`src/rtl/exu_lsu_pkg.sv`:
```
// exu_lsu_pkg: shared FSM encodings and default parameters for the load/store unit
package exu_lsu_pkg;
  localparam int LSU_ADDR_W = 16;
  localparam int LSU_MEM_LAT = 1;
  typedef logic [1:0] lsu_state_t;
  localparam lsu_state_t S_IDLE = 2'd0;
  localparam lsu_state_t S_ACC  = 2'd1;
  localparam lsu_state_t S_WAIT = 2'd2;
  localparam lsu_state_t S_RESP = 2'd3;
endpackage

```
`src/rtl/exu_lsu.sv`:
```
// exu_lsu: load/store unit bridging AGU requests to a local word-wide data SRAM
// AGU side: hs_ag4ls_val/i_ls_* request in, hs_ls4ag_rdy pulse with o_ls_rdat/o_ls_err out.
// SRAM side: o_mem_cs/o_mem_we/o_mem_adr/o_mem_wdat out, i_mem_rdat in (MEM_LAT cycles after cs).
module exu_lsu
  import exu_lsu_pkg::*;
#(
  parameter int ADDR_W = LSU_ADDR_W,
  parameter int MEM_LAT = LSU_MEM_LAT
) (
  input  logic              clk,
  input  logic              rst,
  input  logic              hs_ag4ls_val,
  output logic              hs_ls4ag_rdy,
  input  logic [31:0]       i_ls_adr,
  input  logic [31:0]       i_ls_wdat,
  input  logic [3:0]        i_ls_wen,
  input  logic              i_ls_ren,
  output logic [31:0]       o_ls_rdat,
  output logic              o_ls_err,
  output logic              o_mem_cs,
  output logic [3:0]        o_mem_we,
  output logic [ADDR_W-3:0] o_mem_adr,
  output logic [31:0]       o_mem_wdat,
  input  logic [31:0]       i_mem_rdat
);
  localparam logic [1:0] LAT_M1 = 2'(MEM_LAT - 1);
  lsu_state_t state;
  logic [ADDR_W-3:0] adr_q;
  logic [31:0] wdat_q;
  logic [3:0] wen_q;
  logic ren_q, err_q;
  logic [1:0] cnt;
  logic oor, bad, nop, done;
  always_comb begin
    oor = (i_ls_adr >> ADDR_W) != 32'd0;
    bad = oor | (i_ls_ren & |i_ls_wen);
    nop = ~i_ls_ren & ~|i_ls_wen;
    done = cnt == LAT_M1;
    hs_ls4ag_rdy = state == S_RESP;
    o_ls_err = hs_ls4ag_rdy & err_q;
    o_mem_cs = state == S_ACC;
    o_mem_we = o_mem_cs ? wen_q : 4'd0;
    o_mem_adr = adr_q;
    o_mem_wdat = wdat_q;
  end
  always_ff @(posedge clk or posedge rst) begin
    if (rst) begin
      state <= S_IDLE;
      adr_q <= '0;
      wdat_q <= '0;
      wen_q <= '0;
      ren_q <= 1'b0;
      err_q <= 1'b0;
      cnt <= '0;
      o_ls_rdat <= '0;
    end else begin
      case (state)
        S_IDLE: if (hs_ag4ls_val) begin
          adr_q <= i_ls_adr[ADDR_W-1:2];
          wdat_q <= i_ls_wdat;
          wen_q <= i_ls_wen;
          ren_q <= i_ls_ren;
          err_q <= bad;
          if (bad & i_ls_ren) o_ls_rdat <= '0;
          state <= (bad | nop) ? S_RESP : S_ACC;
        end
        S_ACC: begin
          cnt <= '0;
          state <= ren_q ? S_WAIT : S_RESP;
        end
        S_WAIT: begin
          // counter parks on its final value so it never wraps within an access
          cnt <= done ? cnt : cnt + 2'd1;
          if (done) begin
            o_ls_rdat <= i_mem_rdat;
            state <= S_RESP;
          end
        end
        default: state <= S_IDLE;
      endcase
    end
  end
endmodule

```
`config.mk`:
```
export PLATFORM = sky130hd
export DESIGN_NAME = exu_lsu
export DESIGN_NICKNAME = d
export VERILOG_FILES = /design/src/rtl/exu_lsu_pkg.sv /design/src/rtl/exu_lsu.sv
export SDC_FILE = /design/constraint.sdc
export NUM_CORES = 1
export LEC_CHECK = 0
export ABC_AREA = 1
export CAP_MARGIN = 20
export CORE_ASPECT_RATIO = 0.8
export CORE_MARGIN = 2
export CORE_UTILIZATION = 42
export CTS_BUF_LIST = sky130_fd_sc_hd__clkbuf_8
export CTS_CLUSTER_SIZE = 30
export DETAILED_ROUTE_END_ITERATION = 8
export PLACE_DENSITY_LB_ADDON = 0.3
export SYNTH_ARGS = -nofsm -noshare
export SYNTH_HDL_FRONTEND = slang
export SYNTH_SLANG_ARGS = --single-unit
export TNS_END_PERCENT = 50
```
`constraint.sdc`:
```
create_clock -name clk -period 3.2 [get_ports clk]
set_clock_uncertainty 0.05 [all_clocks]
set_input_delay 0.64 -clock clk [delete_from_list [all_inputs] [get_ports clk]]
set_output_delay 0.64 -clock clk [all_outputs]
set_load 0.01 [all_outputs]
```
==> results of run 1 <==
==> cell usage after synthesis, drive strengths merged <==
cell type	n
nand2	272
clkinv	1
a21oi	1
clkbuf	8
ha	5
nand3	36
nor2	13
o21ai	7
or2	1
nand4	1
buf	15
inv	47
dfrtp	88
==> registers in the layout (all words and copies together) (netlist names) <==
register	count
o_ls_rdat	32
o_mem_adr	14
wen_q	4
cnt	2
o_mem_wdat	32
err_q	1
ren_q	1
state	2
==> stage by stage <==
step | hold slack (ns) | total power, W | util | area (µm²)
2_1_floorplan | 0.398 | 0.00335 | - | 3910
3_3_place_gp | 0.403 | 0.00459 | 0.649 | 5860
3_5_place_dp | 0.411 | 0.00469 | 0.649 | 5860
4_1_cts | 0.432 | 0.00557 | 0.673 | 6080
5_1_grt | 0.445 | 0.00592 | 0.673 | 6080
6_report | 0.427 | 0.00551 | 0.673 | 6080
==> cell type report <==
class / instances / area (µm²) / share of cell area
inverters: 48 / 184 / 0.0302
repair buffers: 196 / 1940 / 0.318
clock buffers: 10 / 138 / 0.0226
clock inverters: 6 / 83.8 / 0.0138
well taps: 115 / 144 / 0.0237
flip-flops and latches: 88 / 2200 / 0.362
multi-input cells: 336 / 1400 / 0.229
==> power groups by stage <==
| stage | Combinational [W] | Sequential, W | Clock, W |
|---|---|---|---|
| 5_1_grt | 0.00304 | 0.00196 | 0.000913 |
| 3_3_place_gp | 0.00269 | 0.00189 | 0 |
| 4_1_cts | 0.00279 | 0.00191 | 0.000872 |
| 6_report | 0.00275 | 0.00190 | 0.000848 |
| 3_5_place_dp | 0.00278 | 0.00191 | 0 |
| 2_1_floorplan | 0.00125 | 0.00210 | 0 |
==> critical path, cell delays in order, from the launching register on <==
cell and delay (ns):
dfrtp_1 0.42, inv_1 0.09, ha_1 0.31, nand2_1 0.10, inv_1 0.06, clkdlybuf4s50_1 0.53
==> routing by layer <==
layer,wire length [µm],track usage
met5,0,0
met4,150,0.0556
met3,1030,0.0792
met2,4980,0.349
met1,4530,0.270
==> cell families after synthesis <==
family | count (synthesis) | share of synthesized area
flops | 88 | 0.563
compound gates | 8 | 0.0141
buf+inv | 71 | 0.0815
fa+ha+maj | 5 | 0.0160
simple gates | 323 | 0.326
==> worst paths after layout <==
check,endpoint
setup / recovery,o_mem_we[2]
hold / removal,o_ls_rdat[13]
setup reg to reg,o_ls_rdat[21]
hold reg to reg,o_ls_rdat[13]
max in group asynchronous,o_ls_rdat[6]
min in group asynchronous,o_mem_adr[2]
==> results.ini, run 1 <==
[power_and_ir_drop]
p_per_area_mw_per_mm2 = 905
p_switching_w = 0.00210
power.internal_w = 0.00340
seqPwrFrac = 0.346
ir_worst_vdd_uv = 498
p_sw_frac = 0.382
clkPwrFrac = 0.154
leakage_nw = 3.24
combPwrFrac = 0.500

[synthesis]
yosysWarnings = 0
synth_nets = 604
yosysSeqAreaShare = 0.563
ys_ff_latch = 88
yosys.cell_types.count = 20
ys_top_cells_by_area = dfrtp_1 56%, nand2_1 26%, nand3_1 4.6%, inv_1 4.4%, ha_1 1.6%
synth.avg_cell_area_um2 = 7.91
netlist.top_cell.by_area = dfrtp_1
synth_top_area_share = 0.563
synth_area_mm2 = 0.00391
syn-instance-count = 495

[worst_setup_path]
cp.arrival_ns = 1.86
timing.rr.start = state[0]
r2r_slack_ns = 1.09
crit_fanout = 6
endpoint_kind = output pin
path_class = reg2out
reg2regPathDepth = 8
crit_start = state[1]
critPathLaunchType = register
cp.required_ns = 2.51

[global_route]
grt_pass1_wl_um = 17700
grt_pass1_vias = 3826
grt_max_degree = 54
gr-total-overflow = 0
grt_use_total = 0.214
antenna_found_initial = 0

[floorplanning]
dieArea_mm2 = 0.0101
fp.coreArea_mm2 = 0.00904
io_pins = 189
die_w_um = 112
num_rows = 31
die_h_um = 90.3
start_util = 0.433

[drt]
avgRoutedWirePerCell_um = 13.4
drtPass1Iterations = 4
via_per_inst = 4.73
wl_um = 10700
drc_errors = 0
dr.first_iter.drc_count = 271
antenna_left = 0
dr_total_vias = 3776

[place]
dp_hpwl_um = 7840
dp_worst_setup_slack_ns = 0.595
io_buffer_count = 186
gp_congestion = 0.746
dp.cells = 783

[clocking]
tritoncts = done
clk_latency_ns = 0.35
path_clk_slew_ns = 0.09
clock_sinks = 88
post_cts_resized = 0
cts-buffers-inserted = 9
clockRootBuffer = clkbuf_8
post-cts-setup-buffers = 0
htreeDepth = 3
cts_hold_buf = 0
cts_buffer_depth = 2

[layout]
nNetsFinal = 788
diodes = 0
layout_commonest_cell = nand2_1
final_cells = 799
final_cell_mix = 269 x nand2_1, 186 x clkdlybuf4s50_1, 88 x dfrtp_1, 47 x inv_1, 36 x nand3_1
drive_gt1_frac = 0.0468
areaGrowthSynthToFinish_pct = 55.4
fillers = 758

[min_path]
hold_start = o_ls_rdat[13]
holdPathStages = 2
hold_path.class = reg2reg

[job]
cap_violations = 0

[status]
status = complete, no violations

[sta]
min_period_ns = 2.55
worst_pin_slew_ns = 0.755
rsz0062_at_grt = no
setup_violations = 0
fmax_mhz = 392
finalWorstSetupSlack_ns = 0.652
final.period_utilization = 0.796
drv_slew = 0
finalHoldViolCount = 0
slew_headroom = 0.496
tns_ns = 0

No activity file was read; power rests on OpenSTA's default activity.
==> inputs of run 2 (changes only) <==
Clock period 3.2 ns to 2.5 ns, I/O delays scaled along.
==> run 2 against run 1 <==
Effect of this change: sequential cell count stayed put; worst hold slack improved by 0.0035 ns; combinational power rose by 30%; cell count decreased by 0.13%; clock power up 31%; register-to-register slack got worse by 0.68 ns; sequential share of layout area down 0.16 points; global-route usage rose by 0.26 points; largest cell class unchanged; cell area rose by 0.43%; core utilization up 0.29 points; critical endpoint is now o_mem_we[3].
==> results.ini, run 2 (synthesis gave the netlist of run 1 again) <==
[status]
status = complete, no violations

[floorplanning]
die_h_um = 90.3  ; unchanged
die_w_um = 112  ; unchanged
num_rows = 31  ; unchanged
fp.coreArea_mm2 = 0.00904  ; unchanged
dieArea_mm2 = 0.0101  ; unchanged
start_util = 0.433  ; unchanged
io_pins = 189  ; unchanged

[sta]
slew_headroom = 0.718  ; +0.221
rsz0062_at_grt = no
drv_slew = 0  ; unchanged
finalWorstSetupSlack_ns = 0.157  ; -0.495 ns
finalHoldViolCount = 0  ; unchanged
tns_ns = 0  ; unchanged
worst_pin_slew_ns = 0.423  ; -0.331 ns
setup_violations = 0  ; unchanged
fmax_mhz = 427
min_period_ns = 2.34
final.period_utilization = 0.937

[global_route]
grt_use_total = 0.216  ; +0.00262
grt_pass1_vias = 3793  ; -0.86%
grt_pass1_wl_um = 17800  ; +0.43%
antenna_found_initial = 0  ; unchanged
gr-total-overflow = 0  ; unchanged
grt_max_degree = 56  ; +3.7%

[worst_setup_path]
crit_top_cell = inv_1
worstPathCellList = inv_1, ha_2, nand2_1, inv_1, clkdlybuf4s50_1
critPathLaunchType = register
crit_start = state[1]
crit_fanout = 6  ; unchanged
critical-path-max-stage-delay_ns = 0.54  ; about the same
cp.required_ns = 1.95  ; -0.56 ns
cp.arrival_ns = 1.79  ; -0.07 ns
crit_slowest_cell = clkdlybuf4s50_1
path_class = reg2out
timing.rr.start = state[0]
endpoint_kind = output pin

[drt]
antenna_left = 0  ; unchanged
via_per_inst = 4.67  ; -1.3%
drtPass1Iterations = 4  ; unchanged
dr_total_vias = 3723  ; -1.4%
wl_um = 10600  ; -0.99%
dr.first_iter.drc_count = 254  ; -6.3%
drc_errors = 0  ; unchanged
avgRoutedWirePerCell_um = 13.3  ; -0.87%

[layout]
final_cell_mix = 270 x nand2_1, 186 x clkdlybuf4s50_1, 88 x dfrtp_1, 45 x inv_1, 36 x nand3_1
areaGrowthSynthToFinish_pct = 56.1
diodes = 0  ; unchanged
final_cells = 798  ; -0.13%
nNetsFinal = 787  ; -0.13%
layout_commonest_cell = nand2_1
final_cell_area_mm2 = 0.00611  ; +0.43%
post-route-util = 0.676  ; +0.00291
drive_gt1_frac = 0.0483  ; +0.00153

[place]
place_area_mm2 = 0.00588  ; +0.30%
gp_congestion = 0.764  ; +2.5%
dp_hpwl_um = 7620  ; -2.8%
dp_worst_setup_slack_ns = 0.168  ; -0.427 ns
io_buffer_count = 186  ; unchanged
dp.cells = 782  ; -0.13%

[min_path]
hold_path.class = reg2reg
hold_start = o_ls_rdat[19]

[clocking]
clockRootBuffer = clkbuf_8
cts_buffer_depth = 2  ; unchanged
post-cts-setup-buffers = 0  ; unchanged
post_cts_resized = 0  ; unchanged
cts-buffers-inserted = 9  ; unchanged
path_clk_slew_ns = 0.09  ; about the same
clk_latency_ns = 0.35  ; about the same
cts_hold_buf = 0  ; unchanged
htreeDepth = 3  ; unchanged
clock_sinks = 88  ; unchanged
tritoncts = done

[power_and_ir_drop]
ir_worst_vdd_uv = 591  ; +18%
p_per_area_mw_per_mm2 = 1160  ; +29%
leakage_nw = 3.23  ; -0.16%

[job]
cap_violations = 0  ; unchanged

-- run 2: worst paths after layout --
check,end,slack (ns),depth (start not counted)
hold / removal,o_ls_rdat[19],0.43,2
min in group asynchronous,o_mem_wdat[7],0.52,3
setup reg to reg,o_ls_rdat[7],0.41,8
setup / recovery,o_mem_we[3],0.16,5
max in group asynchronous,o_ls_rdat[1],1.50,3
hold reg to reg,o_ls_rdat[19],0.43,2
-- run 2: report_power, final --
part	switching, W	total (W)	leakage (nW)	internal, W
logic	0.00184	0.00357	1.99	0.00173
registers	0.000357	0.00243	1.13	0.00208
clock network	0.000511	0.00111	0.113	0.000594
-- run 2: metrics by stage --
stage               power [W]  hold slack (ns)
finish                0.00711            0.430
global route          0.00767            0.447
CTS                   0.00718            0.431
detailed placement    0.00603            0.408
global placement      0.00592            0.404
floorplan             0.00429            0.398
-- run 2: area by class of cell --
cell class | count | area, µm²
Clock buffer | 10 | 138
Clock inverter | 6 | 90.1
Fill cell | 737 | 2930
Inverter | 48 | 186
Multi-Input combinational cell | 336 | 1400
Sequential cell | 88 | 2200
Tap cell | 115 | 144
Timing Repair Buffer | 195 | 1950
-- run 2: layer usage --
layer,track usage,wire [µm],up-vias
met5,0,0,-
met4,0.0494,85,0
met3,0.0946,1190,9
met2,0.342,4850,159
met1,0.276,4450,1712
li1,-,-,1843
-- run 2: worst max-delay path, delay by kind of cell, from the launching register on --
kind                       cells  cell delay, ns
buffers and inverters          3            0.69
adders and majority gates      1            0.26
DFF                            1            0.42
and+or+nand+nor                1            0.07
==> inputs of run 3 (changes only) <==
Settings changed: MAX_ROUTING_LAYER from default to met4.
==> run 3 against run 2 <==
Effect of this change: sequential share of layout area unchanged; combinational power about the same; cell area unchanged; fmax decreased by 0.27%; count of clock-buffer cells in the layout unchanged; register-to-register slack about the same; largest power group unchanged.
==> results.ini, run 3 (synthesis gave the netlist of run 1 again) <==
[status]
status = complete, no violations

[power_and_ir_drop]
p_sw_frac = 0.380  ; -0.000471
ir_worst_vdd_uv = 590  ; about the same
power.internal_w = 0.00440  ; about the same
leakage_nw = 3.23  ; unchanged
seqPwrFrac = 0.342  ; about the same
clkPwrFrac = 0.156  ; about the same
combPwrFrac = 0.502  ; about the same
p_per_area_mw_per_mm2 = 1160  ; about the same
p_total_w = 0.00710  ; about the same
p_switching_w = 0.00270  ; -0.20%

[worst_setup_path]
critPathLaunchType = register
cp.arrival_ns = 1.80  ; about the same
crit_fanout = 6  ; unchanged
cp.required_ns = 1.95  ; about the same
path_class = reg2out
endpoint_kind = output pin

[clocking]
cts_hold_buf = 0  ; unchanged
tritoncts = done
htreeDepth = 3  ; unchanged
path_clk_slew_ns = 0.09  ; about the same
clockRootBuffer = clkbuf_8
clock_sinks = 88  ; unchanged
cts-buffers-inserted = 9  ; unchanged
clk_latency_ns = 0.35  ; about the same
cts_buffer_depth = 2  ; unchanged

[sta]
min_period_ns = 2.35  ; +0.00640 ns
finalHoldViolCount = 0  ; unchanged
slew_headroom = 0.721  ; +0.00286
fmax_mhz = 426  ; -0.27%
drv_slew = 0  ; unchanged
finalWorstSetupSlack_ns = 0.150  ; -0.00640 ns
worst_pin_slew_ns = 0.419  ; -0.00429 ns
tns_ns = 0  ; unchanged
setup_violations = 0  ; unchanged
final.period_utilization = 0.940  ; +0.00256
rsz0062_at_grt = no

[drt]
drtPass1Iterations = 5  ; +1
wl_um = 10500  ; -0.35%
drc_errors = 0  ; unchanged
dr.first_iter.drc_count = 280  ; +10%
antenna_left = 0  ; unchanged
dr_total_vias = 3714  ; -0.24%
via_per_inst = 4.65  ; -0.24%
avgRoutedWirePerCell_um = 13.2  ; -0.35%

[layout]
layout_commonest_cell = nand2_1
fillers = 737  ; unchanged
nNetsFinal = 787  ; unchanged
drive_gt1_frac = 0.0483  ; unchanged
diodes = 0  ; unchanged
areaGrowthSynthToFinish_pct = 56.1  ; unchanged
final_cell_mix = 270 x nand2_1, 186 x clkdlybuf4s50_1, 88 x dfrtp_1, 45 x inv_1, 36 x nand3_1

[global_route]
grt_pass1_vias = 3779  ; -0.37%
antenna_found_initial = 0  ; unchanged
grt_use_total = 0.223  ; +0.00643
gr-total-overflow = 0  ; unchanged
grt_max_degree = 56  ; unchanged
grt_pass1_wl_um = 17800  ; +0.12%

[floorplanning]
dieArea_mm2 = 0.0101  ; unchanged
die_w_um = 112  ; unchanged
num_rows = 31  ; unchanged
start_util = 0.433  ; unchanged
io_pins = 189  ; unchanged
fp.coreArea_mm2 = 0.00904  ; unchanged
die_h_um = 90.3  ; unchanged

[job]
cap_violations = 0  ; unchanged

[place]
dp_hpwl_um = 7620  ; unchanged
gp_congestion = 0.775  ; +1.3%
io_buffer_count = 186  ; unchanged
dp_worst_setup_slack_ns = 0.168  ; unchanged

[min_path]
hold_path.class = reg2reg

run 3: cell counts in the layout (fill, tap and decap cells not counted):
Identical to the previous run, type by type.
run 3: worst max-delay path, cell delays in order (launching register included):
cell	delay, ns
dfrtp_1	0.42
inv_1	0.10
ha_2	0.26
nand2_1	0.08
inv_1	0.05
clkdlybuf4s50_1	0.53
run 3: what timing repair did:
item / in CTS / in global routing
endpoints found under the setup margin: 0 / 4
setup buffers: 0 / 0
gates resized for setup: 0 / 1
run 3: path summary, 6_finish.rpt:
check                         startpoint        endpoint  slack (ns)  depth (start not counted)
hold / removal             o_ls_rdat[16]   o_ls_rdat[16]        0.43                          2
min in group asynchronous            rst  o_mem_wdat[15]        0.51                          3
hold reg to reg            o_ls_rdat[16]   o_ls_rdat[16]        0.43                          2
setup / recovery                state[1]     o_mem_we[1]        0.15                          5
max in group asynchronous            rst    o_ls_rdat[1]        1.50                          3
setup reg to reg                state[0]    o_ls_rdat[7]        0.40                          8
run 3: power by group through the flow:
| stage | logic (W) | clock network, W | registers [W] |
|---|---|---|---|
| global placement | 0.00350 | 0 | 0.00242 |
| CTS | 0.00360 | 0.00114 | 0.00243 |
| floorplan | 0.00160 | 0 | 0.00269 |
| global route | 0.00395 | 0.00121 | 0.00251 |
| detailed placement | 0.00359 | 0 | 0.00244 |
| finish | 0.00356 | 0.00111 | 0.00243 |
run 3: stage by stage:
step / area (µm²) / hold slack (ns) / std cells / util
after floorplan: 3920 / 0.398 / 495 / -
after global placement: 5880 / 0.404 / 782 / 0.651
after detailed placement: 5880 / 0.408 / 782 / 0.651
after CTS: 6110 / 0.431 / 798 / 0.676
after global routing: 6110 / 0.447 / 798 / 0.676
final: 6110 / 0.430 / 798 / 0.676
run 3: layout make-up:
class / count / area (µm²) / area share
repair buffers: 195 / 1950 / 0.320
inverters: 48 / 186 / 0.0305
flip-flops and latches: 88 / 2200 / 0.360
well taps: 115 / 144 / 0.0236
multi-input cells: 336 / 1400 / 0.228
clock buffers: 10 / 138 / 0.0225
clock inverters: 6 / 90.1 / 0.0147
run 3: layer usage:
metal,vias to the layer above,share of wire,wire (µm),track usage
met1,1705,0.43,4530,0.283
met5,-,0,0,-
met4,0,0.0066,70,0.0494
li1,1845,-,-,-
met2,158,0.47,4940,0.342
met3,6,0.094,993,0.0846
